File: config.mk
export PLATFORM = sky130hd
export DESIGN_NAME = id_hazard_unit
export DESIGN_NICKNAME = d
export VERILOG_FILES = /design/src/rtl/id_hazard_unit.sv
export SDC_FILE = /design/constraint.sdc
export NUM_CORES = 1
export LEC_CHECK = 0
export CELL_PAD_IN_SITES_DETAIL_PLACEMENT = 1
export CELL_PAD_IN_SITES_GLOBAL_PLACEMENT = 2
export CORE_AREA = 3 3 136 138
export DETAILED_ROUTE_END_ITERATION = 8
export DIE_AREA = 0 0 139 141
export GPL_TIMING_DRIVEN = 0
export PLACE_DENSITY = 0.86
export SETUP_SLACK_MARGIN = 0.1
export SYNTH_ARGS = -nofsm -noshare
export SYNTH_HDL_FRONTEND = slang
export SYNTH_SLANG_ARGS = --single-unit
File: constraint.sdc
create_clock -name clk -period 2.4 [get_ports clk]
set_input_delay 0.48 -clock clk [delete_from_list [all_inputs] [get_ports clk]]
set_output_delay 0.48 -clock clk [all_outputs]
set_load 0.1 [all_outputs]
File: src/rtl/id_hazard_unit.sv
// id_hazard_unit: decode-stage operand forwarding and load-use interlock.
// Tracks in-flight destinations and picks the youngest final result per source.
module id_hazard_unit #(
    parameter int DATA_W    = 16,
    parameter int REG_AW    = 4,
    parameter int FWD_DEPTH = 3
) (
    input  logic                        clk,
    input  logic                        rst,
    input  logic                        id_valid,
    input  logic [REG_AW-1:0]           id_rs1,
    input  logic [REG_AW-1:0]           id_rs2,
    input  logic [REG_AW-1:0]           id_rd,
    input  logic                        id_is_load,
    input  logic [DATA_W-1:0]           rf1_data,
    input  logic [DATA_W-1:0]           rf2_data,
    input  logic [FWD_DEPTH*DATA_W-1:0] stg_data,
    input  logic [FWD_DEPTH-1:0]        stg_ok,
    input  logic                        flush,
    input  logic                        out_ready,
    output logic [DATA_W-1:0]           op1,
    output logic [DATA_W-1:0]           op2,
    output logic                        out_valid,
    output logic [REG_AW-1:0]           out_rd,
    output logic                        stall,
    output logic [15:0]                 stall_cnt
);

    localparam logic [REG_AW-1:0] REG_INVALID = '1;
    localparam logic [0:0] RUN  = 1'b0;
    localparam logic [0:0] HOLD = 1'b1;

    typedef struct packed {
        logic              v;
        logic [REG_AW-1:0] rd;
        logic              ld;
    } trk_t;

    localparam trk_t BUBBLE = '{v: 1'b0, rd: REG_INVALID, ld: 1'b0};

    trk_t              r_trk [FWD_DEPTH];
    logic [DATA_W-1:0] r_op1;
    logic [DATA_W-1:0] r_op2;
    logic              r_out_valid;
    logic [REG_AW-1:0] r_out_rd;
    logic [15:0]       r_stall_cnt;
    logic [0:0]        r_state;

    logic [DATA_W-1:0] w_fwd1;
    logic [DATA_W-1:0] w_fwd2;
    logic              w_pend1;
    logic              w_pend2;
    logic              w_hz_stall;
    logic              w_issue;
    logic [0:0]        w_state_nxt;

    // Descending scan so the lowest-index (youngest) match wins.
    always_comb begin
        w_fwd1  = rf1_data;
        w_fwd2  = rf2_data;
        w_pend1 = 1'b0;
        w_pend2 = 1'b0;
        for (int k = FWD_DEPTH - 1; k >= 0; k--) begin
            if (r_trk[k].v && r_trk[k].rd == id_rs1 &&
                id_rs1 != REG_INVALID) begin
                w_fwd1  = stg_data[k*DATA_W +: DATA_W];
                w_pend1 = ~stg_ok[k];
            end
            if (r_trk[k].v && r_trk[k].rd == id_rs2 &&
                id_rs2 != REG_INVALID) begin
                w_fwd2  = stg_data[k*DATA_W +: DATA_W];
                w_pend2 = ~stg_ok[k];
            end
        end
    end

    assign w_hz_stall = id_valid & ~flush & (w_pend1 | w_pend2);
    assign w_issue    = id_valid & ~flush;
    assign stall      = w_hz_stall | ~out_ready;

    always_comb begin
        w_state_nxt = r_state;
        unique case (r_state)
            RUN:     if (stall)  w_state_nxt = HOLD;
            HOLD:    if (!stall) w_state_nxt = RUN;
            default: w_state_nxt = RUN;
        endcase
    end

    always_ff @(posedge clk or posedge rst) begin
        if (rst) begin
            r_state <= RUN;
        end else begin
            r_state <= w_state_nxt;
        end
    end

    always_ff @(posedge clk or posedge rst) begin
        if (rst) begin
            for (int k = 0; k < FWD_DEPTH; k++) begin
                r_trk[k] <= BUBBLE;
            end
            r_op1       <= '0;
            r_op2       <= '0;
            r_out_valid <= 1'b0;
            r_out_rd    <= REG_INVALID;
            r_stall_cnt <= '0;
        end else if (out_ready) begin
            for (int k = FWD_DEPTH - 1; k > 0; k--) begin
                r_trk[k] <= r_trk[k-1];
            end
            if (w_hz_stall) begin
                r_trk[0]    <= BUBBLE;
                r_out_valid <= 1'b0;
                if (r_stall_cnt != 16'hFFFF) begin
                    r_stall_cnt <= r_stall_cnt + 16'd1;
                end
            end else begin
                r_trk[0]    <= '{v: w_issue, rd: id_rd, ld: id_is_load};
                r_op1       <= w_fwd1;
                r_op2       <= w_fwd2;
                r_out_rd    <= id_rd;
                r_out_valid <= w_issue;
            end
        end
    end

    assign op1       = r_op1;
    assign op2       = r_op2;
    assign out_valid = r_out_valid;
    assign out_rd    = r_out_rd;
    assign stall_cnt = r_stall_cnt;

endmodule

# Word level (Yosys, flattened, before mapping)
# Index checks and enable logic that the tools add are counted.
# word_totals
mem_count	0
wordCells	59
ff_bits	68
in_bits	101
latchBits	0
output_inout_bits	54
romBits	0
ramBits	0
# classes
reduce_logical	14
shifts	0
magnitude_cmp	0
n_bitwise	10
n_mul	0
n_mux	14
eq_ne	9
div	0
n_addsub	1
# ops
cell	count
16-bit two-way mux	6
4-bit == test	6
16-bit by 1-bit adder with 16-bit output (second input constant)	1
16-bit != test (second input constant)	1
1-bit logical AND	12
4-bit != test (second input constant)	2
1-bit two-way mux	7
6-bit two-way mux	1
1-bit inverter	6
3-bit AND reduction	1
1-bit AND	2
1-bit OR	2
2-bit AND reduction	1

# Longest topological paths before layout
# logic_depth
depth_word	10
mapped_depth	11
mapped_depth_nobuf	7

# Least setup slack after synthesis
# Ideal clock, no wire load.
# synth_timing
path_type	register to output
start	register r_trk[17] (netlist name)
end	output stall
path_slack_ps	-448
path_buffers	2
stages_incl_launch_ff	8
arrival_time_ps	2368
required_time_ps	1920
path_cell_list	dfrtp_1 > nand4_1 > nor2_2 > o21bai_1 > o2111a_1 > buf_6 > o21ai_4 > buf_4
# synth_between
elab_chain_len	6
word_cells_on_any_way	9
classes_between	mux (2); bitwise (3); reduce/logical (4)
# synth_lines
element	line	rtl
from (decl)	41	trk_t r_trk [FWD_DEPTH];
from (signal, indexed assignment)	110	r_trk[k] <= r_trk[k-1];
1-bit logical AND (on tied branches) (2 in a row)	64, 69	
1-bit two-way mux (on tied branches)	64, 69	
1-bit OR (*)	77	assign w_hz_stall = id_valid & ~flush & (w_pend1 | w_pend2);
1-bit AND (*)	77	
1-bit OR (*)	79	assign stall = w_hz_stall | ~out_ready;
to (decl)	25	output logic stall,
# Mark *: on every way between the ends. The rest lies on a longest branch, timed or not.

# Worst setup path after layout
# layout_timing
start	register r_trk[16] (netlist name)
end	output stall
# layout_between
elab_chain_len	7
word_cells_on_any_way	11
classes_between	eq/ne (2); mux (2); bitwise (3); reduce/logical (4)
# layout_lines
element	line
4-bit == test (on tied branches)	64, 69
1-bit logical AND (on tied branches) (2 in a row)	64, 69
1-bit two-way mux (on tied branches)	64, 69
1-bit OR (*)	77
1-bit AND (*)	77
1-bit OR (*)	79
# Marked as above.

==> results.py <==
metrics = {
    "flow_run": {
        "timing.max_cap.violations": 0,
    },
    "power_and_ir_drop": {
        "vdd_drop_max_mv": 0.402,
        "p_total_uw": 4540,
        "power_density_nw_per_um2": 653,
        "power_leakage_uw": 0.00312,
    },
    "finish": {
        "final_common_cell": "sky130_fd_sc_hd__clkdlybuf4s50_1",
        "num_antenna_cells": 0,
        "finalCoreUtilization": 0.402,
        "final_layout_size_suffix_gt1_frac": 0.231,
        "final_cell_count_no_fill": 849,
        "finish.instance_area_um2": 6950,
        "fin_nets": 721,
        "most-common-layout-cells": "sky130_fd_sc_hd__clkdlybuf4s50_1, sky130_fd_sc_hd__mux2i_1, sky130_fd_sc_hd__dlygate4sd2_1, sky130_fd_sc_hd__a21oi_1, sky130_fd_sc_hd__dfrtp_1",
        "area_delta_synth_final_pct": 67.4,
    },
    "clock_network": {
        "clk_pin_slew_ns": 0.06,
        "cts_buffers": 9,
        "cts_tree": "built",
        "tritoncts_num_sinks": 67,
        "clk_latency_ns": 0.33,
        "ctsLongestPathBuffers": 2,
        "clock_tree.htree_level_count": 3,
        "clock_tree.root_cell": "sky130_fd_sc_hd__clkbuf_16",
    },
    "die": {
        "io_pins": 155,
        "die-area_um2": 19600,
        "die_y_um": 141,
        "die_w_um": 139,
        "num_rows": 48,
        "initial_utilization": 0.240,
        "core-area_um2": 17300,
    },
    "routing": {
        "drc_violations_left": 0,
        "num_vias": 4023,
        "drtPass1Iterations": 4,
        "detail_route.vias_per_cell": 4.74,
        "drt.antenna.violating_nets": 0,
        "wire_per_inst_um": 19.8,
        "initial_drc_count": 159,
        "routed_wirelength_um": 16800,
    },
    "sta": {
        "period_needed_ns": 2.91,
        "clock.fmax_ghz": 0.344,
        "tightest_slew_ns": 1.03,
        "worst_clk_skew_ns": 0.00449,
        "slew_viol_final": 0,
        "final_critical_path_setup_slack_ns": -0.510,
        "layout_worst_path_cycle_share": 1.21,
        "max_slew_margin": 0.319,
        "hold_viol": 0,
        "grt_setup_unrepaired": "yes",
        "setup-violations-final": 53,
    },
    "grt": {
        "use_met2": 0.298,
        "grt_util_met1": 0.224,
        "grt_busiest_layer": "met2",
        "overflow": 0,
        "grt_pass1_vias": 4614,
        "grtUsageTotal": 0.172,
        "grt_start_max_net_pins": 68,
        "global_route.usage.met3": 0.0322,
        "grt_first_pass_wirelength_um": 26500,
        "grt_antenna_before_repair": 0,
    },
    "logic_synthesis": {
        "synth_top_area_share": 0.308,
        "synthDominantAreaCellType": "sky130_fd_sc_hd__dfrtp_1",
        "synth_ff_type": "sky130_fd_sc_hd__dfrtp_1",
        "fraction_of_the_yosys_area_taken_by_sequential_cells": 0.409,
        "netlist_area_pre_place_um2": 4150,
        "postSynthRegisterBits": 67,
        "yosys_warnings": 0,
        "synth_area_per_cell_um2": 9.79,
        "synthesis.nets": 526,
        "synth_enable_flop_cells": 0,
        "postSynthCellCount": 424,
        "synth_top_cells_by_area": "sky130_fd_sc_hd__dfrtp_1, sky130_fd_sc_hd__mux2i_1, sky130_fd_sc_hd__dfstp_2",
        "yosysUniqueCellTypes": 45,
        "synth_async_sr_flop_share": 1.00,
    },
    "worst_setup_path": {
        "crit_slowest_cell": "sky130_fd_sc_hd__dfstp_2",
        "cp.buffers_inverters": 4,
        "critical-path-top-delay-family": "buffers and inverters",
        "worst_ep_required_time_ns": 1.92,
        "worst-endpoint-arrival_ns": 2.43,
        "r2r_slack_ns": -0.40,
        "reg2reg_to": "op1[12]$_DFFE_PP0P_",
        "chain_of_cells_forming_the_critical_path": "xnor2_2 > nand4_1 > or2_1 > clkbuf_8 > nand4b_1 > o2111a_1 > buf_6 > o21ai_4 > buf_12 > buf_12",
        "critPathLaunchType": "flip-flop",
        "critPathCaptureType": "output pin",
        "worstSetupPathType": "flip-flop to output pin",
        "cpMostUsedCell": "sky130_fd_sc_hd__buf_12",
        "r2r_start": "r_trk[16]$_DFFE_PP1P_",
        "worst_r2r_path_depth": 15,
        "max_stage_delay_ns": 0.58,
        "maximum_net_fanout_on_the_critical_path": 3,
    },
    "min_path": {
        "worstHoldStart": "stall_cnt[9]$_DFFE_PP0P_",
        "hold_depth": 1,
        "min_path_type": "flip-flop to flip-flop",
        "hold_path_end": "stall_cnt[9]$_DFFE_PP0P_",
    },
    "outcome": {
        "status": "finished, violations left",
        "violations_in_the_final_reports": "setup timing",
    },
    "placement": {
        "preCtsSetupSlack_ns": -2.06,
        "post_dp_cell_area_um2": 5980,
        "io_buffer_count": 147,
        "gp_congestion": 0.829,
        "dp_hpwl_um": 12100,
        "placedCellCount": 796,
    },
}
==> synth_stat cells, types with 4 or more instances <==
library cell and count:
sky130_fd_sc_hd__nand4_1 6, sky130_fd_sc_hd__nor3_1 7, sky130_fd_sc_hd__buf_2 5, sky130_fd_sc_hd__dfrtp_1 51, sky130_fd_sc_hd__a211oi_1 16, sky130_fd_sc_hd__o21ai_0 17
sky130_fd_sc_hd__dfstp_2 16, sky130_fd_sc_hd__nand2_1 14, sky130_fd_sc_hd__nor4_1 5, sky130_fd_sc_hd__nor2_1 19, sky130_fd_sc_hd__mux2_2 12, sky130_fd_sc_hd__xor2_1 17
sky130_fd_sc_hd__buf_6 4, sky130_fd_sc_hd__mux2i_1 65, sky130_fd_sc_hd__xnor2_1 18, sky130_fd_sc_hd__o22a_1 4, sky130_fd_sc_hd__inv_1 35, sky130_fd_sc_hd__nand3_1 11
sky130_fd_sc_hd__a21oi_1 49, sky130_fd_sc_hd__clkbuf_1 15, sky130_fd_sc_hd__and3_1 5
==> timing repair <==
| item | CTS | global route |
|---|---|---|
| endpoints found under the setup margin | 111 | 58 |
| gates resized for setup | 125 | 22 |
| hold buffers | 0 | 0 |
| pin swaps | 35 | 18 |
| cloned | 4 | 0 |
| buffers inserted | 27 | 10 |
==> worst max path at each step <==
stage,end,cells past startpoint,slack [ns],from
after floorplan,stall,9,-0.08,id_rs2[3]
after CTS,stall,10,-0.55,r_trk[13]$_DFFE_PP1P_
after detailed placement,stall,9,-2.06,id_rs1[1]
final,stall,10,-0.51,r_trk[16]$_DFFE_PP1P_
after global routing,stall,10,-0.66,r_trk[16]$_DFFE_PP1P_
after global placement,stall,9,-2.01,id_rs1[1]
==> kinds of logic after synthesis <==
| logic type | after synthesis | synth area share |
|---|---|---|
| simple gates | 82 | 0.108 |
| mux | 80 | 0.197 |
| xor+xnor | 35 | 0.0739 |
| flops | 67 | 0.409 |
| fa+ha+maj | 1 | 0.00301 |
| buf+inv | 64 | 0.0699 |
| compound gates | 95 | 0.139 |
==> metrics by stage <==
step	TNS, ns	hold WS, ns
after floorplan	-0.0823	0.503
after global placement	-103.52	0.464
after detailed placement	-44.45	0.469
after CTS	-10.88	0.474
after global routing	-20.65	0.479
final	-12.08	0.469
==> final cells by class <==
class	instances	area [um^2]
Sequential cell	67	1710
Buffer	29	249
Clock buffer	10	239
Tap cell	225	282
Multi-Input combinational cell	293	2430
Inverter	35	134
Fill cell	1930	10300
Timing Repair Buffer	184	1840
Clock inverter	6	63.8
==> power breakdown <==
group / switching, uW / leakage [uW] / internal (uW)
clock network: 525 / 0.000145 / 832
registers: 111 / 0.000785 / 1300
logic: 1200 / 0.00219 / 570
==> metal layers <==
metal / wire [um] / vias up
li1: - / 1884
met1: 7610 / 2029
met2: 8450 / 98
met3: 619 / 12
met4: 161 / 0
met5: 0 / -
==> state kept, by name, indices dropped and copies added (netlist names) <==
signal / cells
op1: 16
op2: 16
stall_cnt: 16
r_trk: 15
out_rd: 4
Power figures use the tool's default switching activity.
